`src/rtl/fetch_stage.sv`:
```
// IF stage of the 5-stage MIPS pipeline with the IF/ID register.
// Also tracks stall statistics and flags a hazard-unit deadlock via `stuck`.
module fetch_stage #(
  parameter logic [31:0] PC_RESET  = 32'h00003000,
  parameter int          IM_AW     = 10,
  parameter int unsigned STALL_MAX = 16
) (
  input  logic             clk,
  input  logic             reset,
  input  logic             stop,
  input  logic             redirect,
  input  logic [31:0]      redirect_pc,
  input  logic [31:0]      instr_in,
  output logic [31:0]      PC_F,
  output logic [IM_AW-1:0] im_addr,
  output logic [31:0]      IR_D,
  output logic [31:0]      PC_D,
  output logic [31:0]      PC8_D,
  output logic [31:0]      stall_cnt,
  output logic             stuck
);

  logic [31:0] pc_next;
  logic [7:0]  run_cnt;
  logic [7:0]  run_next;
  logic        stuck_next;

  // PC_F and PC_RESET are both word aligned, so the low two bits never borrow.
  assign im_addr = PC_F[IM_AW+1:2] - PC_RESET[IM_AW+1:2];
  assign PC8_D   = PC_D + 32'd8;

  // Stop outranks redirect: the stalled D instruction re-asserts its redirect.
  always_comb begin
    pc_next = PC_F + 32'd4;
    if (stop) begin
      pc_next = PC_F;
    end else if (redirect) begin
      pc_next = redirect_pc & ~32'h3;
    end
  end

  always_comb begin
    run_next = 8'd0;
    if (stop) begin
      run_next = (run_cnt == 8'hFF) ? run_cnt : run_cnt + 8'd1;
    end
    stuck_next = (32'(run_next) >= STALL_MAX);
  end

  // Delay-slot architecture: a redirect never flushes IF/ID.
  always_ff @(posedge clk) begin
    if (reset) begin
      PC_F <= PC_RESET;
      IR_D <= 32'd0;
      PC_D <= PC_RESET;
    end else begin
      PC_F <= pc_next;
      if (!stop) begin
        IR_D <= instr_in;
        PC_D <= PC_F;
      end
    end
  end

  always_ff @(posedge clk) begin
    if (reset) begin
      stall_cnt <= 32'd0;
      run_cnt   <= 8'd0;
      stuck     <= 1'b0;
    end else begin
      if (stop && (stall_cnt != 32'hFFFFFFFF)) begin
        stall_cnt <= stall_cnt + 32'd1;
      end
      run_cnt <= run_next;
      stuck   <= stuck_next;
    end
  end

endmodule

```
`config.mk`:
```
export PLATFORM = sky130hd
export DESIGN_NAME = fetch_stage
export DESIGN_NICKNAME = d
export VERILOG_FILES = /design/src/rtl/fetch_stage.sv
export SDC_FILE = /design/constraint.sdc
export NUM_CORES = 1
export LEC_CHECK = 0
export CORE_ASPECT_RATIO = 1.75
export CORE_UTILIZATION = 30
export DETAILED_ROUTE_END_ITERATION = 8
export PLACE_DENSITY = 0.71
export SETUP_SLACK_MARGIN = 0.02
export SLEW_MARGIN = 20
export SYNTH_ARGS = -nofsm -noshare
export SYNTH_HDL_FRONTEND = slang
export SYNTH_SLANG_ARGS = --single-unit
```
`constraint.sdc`:
```
create_clock -name clk -period 1.85 [get_ports clk]
set_input_delay 0.37 -clock clk [delete_from_list [all_inputs] [get_ports clk]]
set_output_delay 0.37 -clock clk [all_outputs]
set_load 0.05 [all_outputs]
```
==> results of run 1 <==
-- cells by family (layout without fill, tap and decap cells) --
| kind of cell | after synthesis | after routing | synth area share, % |
|---|---|---|---|
| AO/OA/AOI/OAI | 138 | 138 | 13.1 |
| buffers and inverters | 73 | 411 | 5.40 |
| adder cells (fa/ha/maj) | 4 | 4 | 0.755 |
| other | 1 | 6 | 0.0566 |
| multiplexers | 67 | 67 | 10.1 |
| XOR/XNOR | 38 | 38 | 5.02 |
| AND/OR/NAND/NOR | 341 | 341 | 25.4 |
| flip-flops | 133 | 133 | 40.2 |
-- sequential cells by signal (all words and copies together), names as in the netlist --
register and count:
PC_D 30, stall_cnt 32, PC_F 30, stuck 1, IR_D 32, run_cnt 8
-- how the worst max path moves through the flow --
stage / to / slack [ns] / cells past startpoint
CTS: PC8_D[31] / -0.69 / 8
detailed placement: PC8_D[31] / -0.32 / 8
floorplan: PC8_D[31] / -0.52 / 6
global placement: PC8_D[31] / -0.30 / 8
finish: PC8_D[31] / -0.65 / 8
global route: PC8_D[26] / -0.76 / 7
-- cell usage after synthesis, drive strengths merged (2+ instances only) --
cell and instances:
dfxtp 133, nor2 125, mux2i 66, nand2 56
a21oi 41, o21ai 36, nand3 34, clkbuf 32
buf 30, nand4 26, xnor2 23, nor3 20
and3 18, or3 16, xor2 15, nor4 14
inv 11, o31ai 11, or4 9, a31oi 8
and4 8, a211oi 7, and2 6, nand2b 5
o41ai 5, a22oi 4, ha 4, a311oi 3
a221oi 2, a2bb2oi 2, a41oi 2, o211ai 2
o21a 2, o22ai 2, o311ai 2
-- metal layers --
metal  vias up  routed length [um]  global-route usage [%]
li1       3504                   -                       -
met1      3465                8420                    20.9
met2       228               13500                    39.8
met3        52                1030                    3.63
met4         0                 821                    10.7
met5         -                   0                       0
-- power breakdown --
group | internal [mW] | switching [mW]
clock network | 2.08 | 1.31
logic | 0.622 | 0.966
registers | 2.93 | 0.0913
total | 5.63 | 2.37
-- worst max-delay path, delay by kind of cell (launching register included) --
family / cells / cell delay (ns)
buffers and inverters: 2 / 0.33
and+or+nand+nor: 4 / 0.71
xor gates and xnor gates: 1 / 0.18
DFF: 1 / 0.36
adders and majority gates: 1 / 0.13
-- stage by stage --
step | std cells | TNS [ns] | setup slack, ns
5_1_grt | 1430 | -14.63 | -0.756
3_3_place_gp | 1389 | -2.42 | -0.302
3_5_place_dp | 1389 | -2.76 | -0.318
2_1_floorplan | 800 | -5.73 | -0.519
4_1_cts | 1424 | -12.37 | -0.693
6_report | 1430 | -12.38 | -0.651
-- area by class of cell --
class | instances | area (sq um)
Multi-Input combinational cell | 594 | 4500
Timing Repair Buffer | 368 | 3430
Fill cell | 1879 | 9780
Inverter | 11 | 41.3
Tap cell | 292 | 365
Clock inverter | 11 | 95.1
Clock buffer | 21 | 504
Sequential cell | 133 | 2880
-- timing repair --
action / 4_1_cts / 5_1_grt
pin swaps: 22 / 25
setup buffers: 3 / 10
gates cloned: 0 / 0
hold buffers: 0 / 0
resized for setup: 52 / 45
endpoints found under the setup margin: 47 / 49
==> flow_metrics.env, run 1 <==
export IMPL_grt_usage_pct=20.7
export IMPL_hold_viol_final=0
export IMPL_viasPerCell=5.07
export IMPL_synthTopCellsByArea="dfxtp_1 40%, mux2i_1 10%, nor2_1 7.1%"
export IMPL_yosys_warnings=0
export IMPL_place_port_buffers=230
export IMPL_rsz0062_at_grt="yes"
export IMPL_synthToLayoutAreaGrowth_pct=78.2
export IMPL_syn_area_sq_um=6630
export IMPL_gp_congestion=0.854
export IMPL_ys_flop_type="dfxtp_1"
export IMPL_grt_max_degree=96
export IMPL_yosysTopAreaCell="dfxtp_1"
export IMPL_fin_util_pct=54.7
export IMPL_n_antenna_cell=0
export IMPL_synth_area_per_cell_sq_um=8.34
export IMPL_coreArea_sq_um=21600
export IMPL_final_cell_mix="242 x buf_4, 115 x nor2_1, 66 x mux2i_1"
export IMPL_overflow=0
export IMPL_hold_end="run_cnt[6]$_SDFF_PP0_"
export IMPL_initial_core_util_pct=30.7
export IMPL_finalMaxSlewViolations=0
export IMPL_hold_path_depth=4
export IMPL_rows=71
export IMPL_drc=0
export IMPL_outcome="finished with violations"
export IMPL_fin_hold_ws_ns=0.383
export IMPL_wl_um=23700
export IMPL_yosys_area_top_type_share_pct=40.2
export IMPL_clockBufferDepth=2
export IMPL_clk_latency_ns=0.42
export IMPL_ff2ff_setup_slack_ns=0.05
export IMPL_maxCapViolCount=0
export IMPL_max_slew_margin_pct=56.1
export IMPL_slowest_stage="dfxtp_4"
export IMPL_htreeDepth=4
export IMPL_grt_antenna_before_repair=1
export IMPL_hp_class="in2reg"
export IMPL_finalCritPeriodShare_pct=135
export IMPL_vdd_drop_max_mv=0.563
export IMPL_path_cells="ha_4 -> and3_4 -> nor2b_4 -> nand4_1 -> buf_6 -> nor3_4 -> xor2_4 -> buf_12"
export IMPL_tightest_slew_ns=0.658
export IMPL_synth_edf_count=0
export IMPL_finalPower_mw=8.00
export IMPL_setup_viol=25
export IMPL_clock_sinks=133
export IMPL_leakagePower_nw=5.04
export IMPL_drive_above_1_share_pct=43.2
export IMPL_wl_per_cell_um=16.6
export IMPL_cp_startpoint="PC_D[3]$_SDFFE_PP0N_"
export IMPL_nNetsFinal=1197
export IMPL_cp_end_kind="output port"
export IMPL_io_pins=239
export IMPL_slowest_delay_ns=0.36
export IMPL_setup_slack_ns=-0.651
export IMPL_fin_crit_ns=2.50
export IMPL_cp_max_fo=5
export IMPL_final_area_sq_um=11800
export IMPL_numCtsBuffers=17
export IMPL_synth_cells=795
export IMPL_arrival_ns=2.13
export IMPL_die_h_um=199
export IMPL_r2r_end="PC_F[14]$_SDFFE_PP0N_"
export IMPL_yosysUniqueCellTypes=59
export IMPL_ctsRootBufferMaster="clkbuf_16"
export IMPL_timing_fmax_mhz=400
export IMPL_min_delay_start="reset"
export IMPL_die_w_um=114
export IMPL_violations="negative setup slack"
export IMPL_first_pass_iters=5
export IMPL_ant_nets=0
export IMPL_p_per_area_nw_per_um2=678
export IMPL_r2r_start="PC_F[3]$_SDFFE_PP0N_"
export IMPL_num_vias=7249
export IMPL_synth_seq_cells=133
export IMPL_ys_async_sr_fraction_pct=0
export IMPL_drt_first_iter_violations=275
export IMPL_clock_skew_ns=0.00799
export IMPL_grt_pass1_wl_um=36400
export IMPL_clk_pin_slew_worst_paths_ns=0.06
export IMPL_start_kind="register"
export IMPL_grt_pass1_vias=7087
export IMPL_synth_seq_area_share_pct=40.2
export IMPL_cts_tree="done"
export IMPL_dieArea_sq_um=22700
export IMPL_dpl_cell_area_sq_um=10800
export IMPL_r2r_cells=6
export IMPL_critPathRequiredTime_ns=1.48
export IMPL_crit_type="reg2out"
export IMPL_final_common_cell="buf_4"
export IMPL_dp_hpwl_um=17700
Power figures use the tool's default switching activity.
==> run 2, diff against run 1 <==
--- a/config.mk
+++ b/config.mk
@@ -9,7 +9,6 @@
 export CORE_UTILIZATION = 30
 export DETAILED_ROUTE_END_ITERATION = 8
 export PLACE_DENSITY = 0.71
-export SETUP_SLACK_MARGIN = 0.02
 export SLEW_MARGIN = 20
 export SYNTH_ARGS = -nofsm -noshare
 export SYNTH_HDL_FRONTEND = slang
==> run 2 against run 1 <==
Against the previous run:
- the flow still finishes with violations (negative setup slack)
- fmax is 1.2% higher
- worst hold slack lost 0.011 ns
- utilization barely moved
- via count is 0.29% higher
- final cell count rose by 0.28%
- sequential power about the same
- cell area about the same
==> flow_metrics.env, run 2 (same netlist as run 1, synthesis figures left out) <==
export IMPL_outcome="finished with violations"
export IMPL_violations="negative setup slack"
export IMPL_setup_slack_ns=-0.622
export IMPL_wl_um=24100
export IMPL_grt_busiest_layer="met2"
export IMPL_vdd_drop_max_mv=0.537
export IMPL_tightest_slew_ns=0.673
export IMPL_clock_sinks=133
export IMPL_dpl_cell_area_sq_um=10800
export IMPL_hold_viol_final=0
export IMPL_finalMaxSlewViolations=0
export IMPL_first_pass_iters=4
export IMPL_grt_max_degree=116
export IMPL_place_port_buffers=230
export IMPL_met1_usage_pct=21.3
export IMPL_viasPerCell=5.07
export IMPL_wl_per_cell_um=16.8
export IMPL_fillers=1903
export IMPL_clockBufferDepth=2
export IMPL_final_common_cell="buf_4"
export IMPL_grt_pass1_vias=6925
export IMPL_leakagePower_nw=5.03
export IMPL_grt_pass1_wl_um=36300
export IMPL_use_met3_pct=3.44
export IMPL_arrival_ns=2.10
export IMPL_dieArea_sq_um=22700
export IMPL_ant_nets=0
export IMPL_max_slew_margin_pct=55.1
export IMPL_timing_fmax_mhz=405
export IMPL_coreArea_sq_um=21600
export IMPL_synthToLayoutAreaGrowth_pct=78.4
export IMPL_drt_first_iter_violations=264
export IMPL_fin_util_pct=54.7
export IMPL_top_regs="IR_D (32), stall_cnt (32)"
export IMPL_io_pins=239
export IMPL_grt_usage_pct=20.7
export IMPL_die_w_um=114
export IMPL_numCtsBuffers=17
export IMPL_drc=0
export IMPL_final_area_sq_um=11800
export IMPL_setup_viol=25
export IMPL_cp_end_kind="output port"
export IMPL_die_h_um=199
export IMPL_drive_above_1_share_pct=42.8
export IMPL_final_cell_mix="248 x buf_4, 117 x nor2_1, 66 x mux2i_1"
export IMPL_cp_max_fo=5
export IMPL_p_per_area_nw_per_um2=695
export IMPL_finalCritPeriodShare_pct=134
export IMPL_maxCapViolCount=0
export IMPL_initial_core_util_pct=30.7
export IMPL_clk_latency_ns=0.43
export IMPL_grt_use_met2_pct=39.2
export IMPL_gp_congestion=0.883
export IMPL_cts_tree="done"
export IMPL_crit_type="reg2out"
export IMPL_clock_skew_ns=0.0117
export IMPL_num_vias=7270
export IMPL_n_antenna_cell=0
export IMPL_hp_class="in2reg"
export IMPL_grt_antenna_before_repair=1
export IMPL_fin_crit_ns=2.47
export IMPL_ctsRootBufferMaster="clkbuf_16"
export IMPL_clk_pin_slew_worst_paths_ns=0.06
export IMPL_overflow=0
export IMPL_dp_hpwl_um=17500
export IMPL_seq_area_sq_um=2880
export IMPL_critPathRequiredTime_ns=1.48
export IMPL_rsz0062_at_grt="yes"
export IMPL_htreeDepth=4
export IMPL_nNetsFinal=1201
export IMPL_start_kind="register"
export IMPL_multi_input_comb_area_sq_um=4460
export IMPL_rows=71
## run 2: cell count changes in the layout (fill, tap and decap cells not counted), sizes merged
cell | previous run | this run
buf | 292 | 294
bufinv | 1 | 2
clkbuf | 21 | 24
clkinv | 8 | 6
clkinvlp | 2 | 1
inv | 11 | 12
## run 2: metal layers
metal  share of wire [%]  routed length [um]  vias to the layer above
met2                  56               13600                      249
li1                    -                   -                     3510
met5                   0                   0                        -
met4                 3.7                 895                        0
met1                  35                8510                     3455
met3                 4.5                1090                       56
## run 2: final cells by class
type | instances | area share (%)
Multi-Input combinational cell | 594 | 37.7
Timing Repair Buffer | 372 | 29.2
Sequential cell | 133 | 24.3
Clock inverter | 10 | 0.974
Clock buffer | 22 | 4.38
Tap cell | 292 | 3.09
Inverter | 11 | 0.349
## run 2: path summary, 6_finish.rpt
check                                           start                     to  slack (ns)  depth (start not counted)
worst max register to register  PC_F[18]$_SDFFE_PP0N_  PC_F[23]$_SDFFE_PP0N_        0.05                          5
worst min register to register   IR_D[1]$_SDFFE_PP0N_   IR_D[1]$_SDFFE_PP0N_        0.49                          2
worst max-delay path             PC_D[3]$_SDFFE_PP0N_              PC8_D[31]       -0.62                          8
worst min-delay path                            reset  run_cnt[5]$_SDFF_PP0_        0.37                          4
## run 2: report_power, final
group | leakage, nW | switching, mW | internal, mW
Combinational | 3.59 | 0.968 | 0.618
Clock | 0.312 | 1.34 | 2.26
Sequential | 1.13 | 0.0862 | 2.93
Total | 5.03 | 2.40 | 5.81
## run 2: what timing repair did
action	in CTS	in global routing
setup endpoints to repair	43	44
pin swaps	27	28
setup buffers	7	5
hold buffers	0	0
resized for setup	48	39
cloned	0	3
## run 2: worst max-delay path: stages (launching register included)
cell     delay (ns)
dfxtp_4        0.36
ha_4           0.13
and3_4         0.17
nor2b_4        0.19
nand4_1        0.12
buf_6          0.17
nor3_4         0.20
xor2_4         0.19
buf_12         0.15
## run 2: stage by stage
stage	total power [mW]	setup WS (ns)	instances	setup TNS (ns)	hold slack (ns)
after floorplan	4.03	-0.519	800	-5.49	0.462
after global placement	4.64	-0.317	1390	-2.07	0.473
after detailed placement	4.66	-0.326	1390	-2.37	0.482
after CTS	8.28	-0.683	1429	-12.67	0.358
after global routing	8.48	-0.712	1434	-13.44	0.404
final	8.21	-0.622	1434	-11.19	0.372
==> patch 1: new RTL, flow settings as in run 1 <==
`IM_AW`: 10 -> 11.
--- a/src/rtl/fetch_stage.sv
+++ b/src/rtl/fetch_stage.sv
@@ -2,7 +2,7 @@
 // Also tracks stall statistics and flags a hazard-unit deadlock via `stuck`.
 module fetch_stage #(
   parameter logic [31:0] PC_RESET  = 32'h00003000,
-  parameter int          IM_AW     = 10,
+  parameter int          IM_AW     = 11,
   parameter int unsigned STALL_MAX = 16
 ) (
   input  logic             clk,
Interface: changed (resized im_addr); port bits go from 239 to 240. No check against the original RTL was run, so the function may have changed too.
==> patch 1 against run 1 <==
The flow still finishes with violations (setup timing); power rose by 0.24%; wire length barely moved; count of clock-buffer cells in the layout fell by 2; cell area rose by 0.52%; sequential cell count did not move; area after synthesis rose by 2.8%; setup slack got worse by 0.031 ns; die area rose by 2.8%; critical endpoint is now PC8_D[28]; largest cell class unchanged.
==> patch 1: results (changes against run 1) <==
Outcome:
- Status: finished, violations left (unchanged).
- Violated checks: setup timing (unchanged).

Detailed routing:
- The highest layer used for signal routing is met5 (was met4).
- The wire length per cell after detailed routing is 16.5 um (was 16.6 um).
- The starting DRC count in detailed routing is 217 (was 275).
- The routed wire length on met3 is 991 um (was 1.03 mm).
- The routed length on met2 is 13.4 mm (was 13.5 mm).
- The via total after detailed routing was 7227 (was 7249).

Place:
- The instance count after placement with tap cells included is 1384 (was 1389).
- The number of buffers added on ports came to 231 (was 230).
- The instance area after placement is 10700 sq um (was 10800 sq um).
- The worst slack at placement is -0.321 ns (was -0.318 ns).
- The routability congestion estimate from global placement is 0.848 (was 0.854).

GRT:
- The global-route total usage across every layer is 20.5% (was 20.7%).
- The met2 demand-to-capacity share in global routing is 38.8% (was 39.8%).
- The met1 track demand over resource is 20.9% (about the same).
- The largest net degree at the start of global routing is 60 (was 96).
- The global routing met3 resource utilization came to 3.49% (was 3.63%).
- The global-route wire length before repair came to 37.1 mm (was 36.4 mm).

Logic synthesis:
- The share of synthesized area occupied by flip-flops and latches is 39.1% (was 40.2%).
- Top cells by instance count after synthesis: sky130_fd_sc_hd__dfxtp_1 (133), sky130_fd_sc_hd__nor2_1 (128), sky130_fd_sc_hd__mux2i_1 (64) (was sky130_fd_sc_hd__dfxtp_1 (133), sky130_fd_sc_hd__nor2_1 (125), sky130_fd_sc_hd__mux2i_1 (66)).

STA:
- The relative max-transition margin is 65.4% (was 56.1%).
- The number of setup violations in the final report is 25 (unchanged).
- The worst-case hold slack was 0.253 ns (was 0.383 ns).
- The post-route clock skew is 0.0134 ns (was 0.00799 ns).
- The setup slack of the critical path after layout is -0.682 ns (was -0.651 ns).
- The setup TNS is -11.78 ns (was -12.38 ns).

Final layout:
- The number of nets in the layout is 1201 (was 1197).
- The final-layout fill cell count is 2006 (was 1879).
- The combined area of the multi-input logic cells is 4540 sq um (was 4500 sq um).
- The share of final-layout standard cells stronger than drive strength 1 was 42.9% (was 43.2%).

Pwr:
- The worst supply voltage drop on vdd came to 502 uV (was 563 uV).
- The standby leakage power came to 0.00505 uW (was 0.00504 uW).
- The portion of total power attributed to the clock network is 42.2% (was 42.4%).
- The net switching component of the power came to 2420 uW (was 2370 uW).
- The total power is 8020 uW (was 8000 uW).

Hold path:
- The worst min-delay path endpoint is run_cnt[2] (was run_cnt[6]).

Critical path:
- The largest fanout on the critical path came to 3 (was 5).
- The end of the worst register-to-register path is stall_cnt[15] (was PC_F[14]).
- The critical path arrival is 2.16 ns (was 2.13 ns).
- The launch point of the worst reg-to-reg path is stall_cnt[30] (was PC_F[3]).

Clock network:
- The number of resized instances in the post-cts repair step is 56 (was 52).
## patch 1: cell types whose count changed after synthesis, moves of 5 or more
cell and change:
sky130_fd_sc_hd__clkbuf_1 -6, sky130_fd_sc_hd__nor4_1 -6, sky130_fd_sc_hd__and3_1 -8, sky130_fd_sc_hd__or3_1 -6
sky130_fd_sc_hd__xnor2_1 +6, sky130_fd_sc_hd__a21oi_1 +7, sky130_fd_sc_hd__and4_1 +8, sky130_fd_sc_hd__o31ai_1 -6
sky130_fd_sc_hd__a211oi_1 +5, sky130_fd_sc_hd__nand3_1 +8, sky130_fd_sc_hd__nand2_1 -12
## patch 1: cell families (layout without fill, tap and decap cells)
kind of cell | count (synthesis) | count (layout) | synth area share, %
mux | 68 | 68 | 10.1
fa+ha+maj | 4 | 4 | 0.735
xor+xnor | 41 | 41 | 5.27
other cells | 1 | 6 | 0.0550
flops | 133 | 133 | 39.1
compound gates | 146 | 146 | 14.2
buf+inv | 84 | 417 | 6.13
simple gates | 327 | 327 | 24.5
## patch 1: how the worst max path moves through the flow
stage / slack [ns] / start / cells past startpoint / endpoint
finish: -0.68 / PC_D[4] / 8 / PC8_D[28]
floorplan: -0.40 / PC_D[11] / 5 / PC8_D[27]
global route: -0.80 / PC_D[3] / 8 / PC8_D[31]
detailed placement: -0.32 / PC_D[10] / 7 / PC8_D[28]
global placement: -0.31 / PC_D[12] / 7 / PC8_D[28]
CTS: -0.70 / PC_D[12] / 7 / PC8_D[28]
## patch 1: area by class of cell
cell class	count	area share (%)
inverter	18	0.569
tap	296	3.12
sequential	133	24.2
clock inverter	13	1.12
clock buffer	19	3.82
multi-input combinational	592	38.2
timing repair buffer	367	29.0
==> patch 2: new RTL, settings of run 1 <==
Without the edit above. Register the output `stall_cnt` once more, cleared by the reset; this adds one clock of latency there. The other outputs are not delayed to match.
--- a/src/rtl/fetch_stage.sv
+++ b/src/rtl/fetch_stage.sv
@@ -19,6 +19,8 @@
   output logic [31:0]      stall_cnt,
   output logic             stuck
 );
+
+  logic [31:0] stall_cnt_s0;
 
   logic [31:0] pc_next;
   logic [7:0]  run_cnt;
@@ -64,17 +66,25 @@
 
   always_ff @(posedge clk) begin
     if (reset) begin
-      stall_cnt <= 32'd0;
+      stall_cnt_s0 <= 32'd0;
       run_cnt   <= 8'd0;
       stuck     <= 1'b0;
     end else begin
-      if (stop && (stall_cnt != 32'hFFFFFFFF)) begin
-        stall_cnt <= stall_cnt + 32'd1;
+      if (stop && (stall_cnt_s0 != 32'hFFFFFFFF)) begin
+        stall_cnt_s0 <= stall_cnt_s0 + 32'd1;
       end
       run_cnt <= run_next;
       stuck   <= stuck_next;
     end
   end
 
+  always_ff @(posedge clk) begin
+    if (reset) begin
+      stall_cnt <= '0;
+    end else begin
+      stall_cnt <= stall_cnt_s0;
+    end
+  end
+
 endmodule
 
Function: changed (a bounded check fails within 4 cycles, from zero or initial values and one cycle with reset high).
==> patch 2 against run 1 <==
Critical endpoint unchanged; sequential cell count up 32; wire length increased by 14%; first-iteration DRC count increased by 16%; sequential share of layout area is 1.7 points higher; setup slack worse by 0.023 ns; final cell count grew 8.5%; global-route usage down 0.26 points; area after synthesis is 15% higher; cell area is 12% higher; the flow still finishes with violations (setup timing); power grew 11%; synthesized cell count grew 9.4%.
==> patch 2: results (changes against run 1) <==
Outcome:
- Status: finished, violations left (unchanged).
- Violated checks: setup timing (unchanged).

Place:
- The worst slack at placement is -0.359 ns (was -0.318 ns).

Detailed routing:
- The via total after detailed routing was 7930 (was 7249).
- The routed wire length on met3 was 1.06 mm (was 1.03 mm).
- The highest layer used for signal routing is met5 (was met4).
- The detailed-route wire length on metal 1 came to 9.40 mm (was 8.42 mm).

Critical path:
- The critical path arrival was 2.15 ns (was 2.13 ns).
- The largest fanout on the critical path was 6 (was 5).

Final layout:
- The share of final-layout standard cells stronger than drive strength 1 is 45.4% (was 43.2%).
- The final cell count without fillers is 1552 (was 1430).
- Largest registers: IR_D x32, stall_cnt x32, stall_cnt_s0 x32 (was IR_D x32, stall_cnt x32).

STA:
- The setup TNS is -12.26 ns (was -12.38 ns).
- The number of setup violations in the final report came to 39 (was 25).
- The post-route clock skew is 0.0125 ns (was 0.00799 ns).
- The worst-case hold slack is 0.332 ns (was 0.383 ns).
- The setup slack of the critical path after layout came to -0.674 ns (was -0.651 ns).

Pwr:
- The standby leakage power was 0.00563 uW (was 0.00504 uW).
- The worst supply voltage drop on vdd is 547 uV (was 563 uV).

Logic synthesis:
- The share of synthesized area occupied by flip-flops and latches came to 43.3% (was 40.2%).
- The count of distinct cell types in the synthesized netlist was 65 (was 59).
- The synthesized instance count is 870 (was 795).
- Top cells by instance count after synthesis: sky130_fd_sc_hd__dfxtp_1 (165), sky130_fd_sc_hd__nor2_1 (126), sky130_fd_sc_hd__mux2i_1 (72) (was sky130_fd_sc_hd__dfxtp_1 (133), sky130_fd_sc_hd__nor2_1 (125), sky130_fd_sc_hd__mux2i_1 (66)).

GRT:
- The global-route wire length before repair is 40.4 mm (was 36.4 mm).
- The number of global-route vias before repair is 7658 (was 7087).
- The largest net degree at the start of global routing is 61 (was 96).
## patch 2: changes by cell type in the layout (fill, tap and decap cells not counted), sizes merged, moves of 5 or more
cell,run 1,this run
nor2b,1,38
buf,292,325
dfxtp,133,165
or3,16,8
mux2i,66,72
a21oi,41,46
o21ai,36,31
## patch 2: logic make-up (layout without fill, tap and decap cells)
group,count (synthesis),after routing,synth area share (%)
AND/OR/NAND/NOR,373,373,25.0
adder cells (fa/ha/maj),4,4,0.656
AO/OA/AOI/OAI,136,137,11.6
other,1,6,0.0492
flip-flops,165,165,43.3
multiplexers,77,77,10.2
buffers and inverters,77,441,4.97
XOR/XNOR,37,37,4.25
## patch 2: cell type report
class	instances	area, sq um
fillers	2138	11600
multi-input cells	634	5050
repair buffers	397	3690
flip-flops and latches	165	3460
clock buffers	23	519
well taps	312	390
clock inverters	9	88.8
inverters	12	45.0
## patch 2: layer usage
metal,up-vias,global-route usage [%]
met5,-,0
met4,4,10.8
met3,74,4.33
met2,241,38.8
met1,3820,20.2
li1,3791,-
## patch 2: worst paths after layout
check / start / to / cells after the start
hold reg to reg: IR_D[29] / IR_D[29] / 2
hold / removal: reset / stall_cnt_s0[31] / 3
setup reg to reg: stall_cnt_s0[0] / stall_cnt_s0[24] / 8
setup / recovery: PC_D[3] / PC8_D[31] / 8
## patch 2: worst min-delay path, stage by stage
cell	delay, ns
sky130_fd_sc_hd__buf_4	0.11
sky130_fd_sc_hd__buf_12	0.20
sky130_fd_sc_hd__a21oi_2	0.04
## patch 2: what timing repair did
action	4_1_cts	5_1_grt
resized for setup	85	110
pin swaps	44	56
cloned	2	0
setup endpoints to repair	63	69
buffers inserted	16	25
## patch 2: power by group
group	switching [uW]	internal [uW]	leakage (uW)
clock network	1500	2120	0.000305
registers	111	3640	0.00138
logic	918	607	0.00395
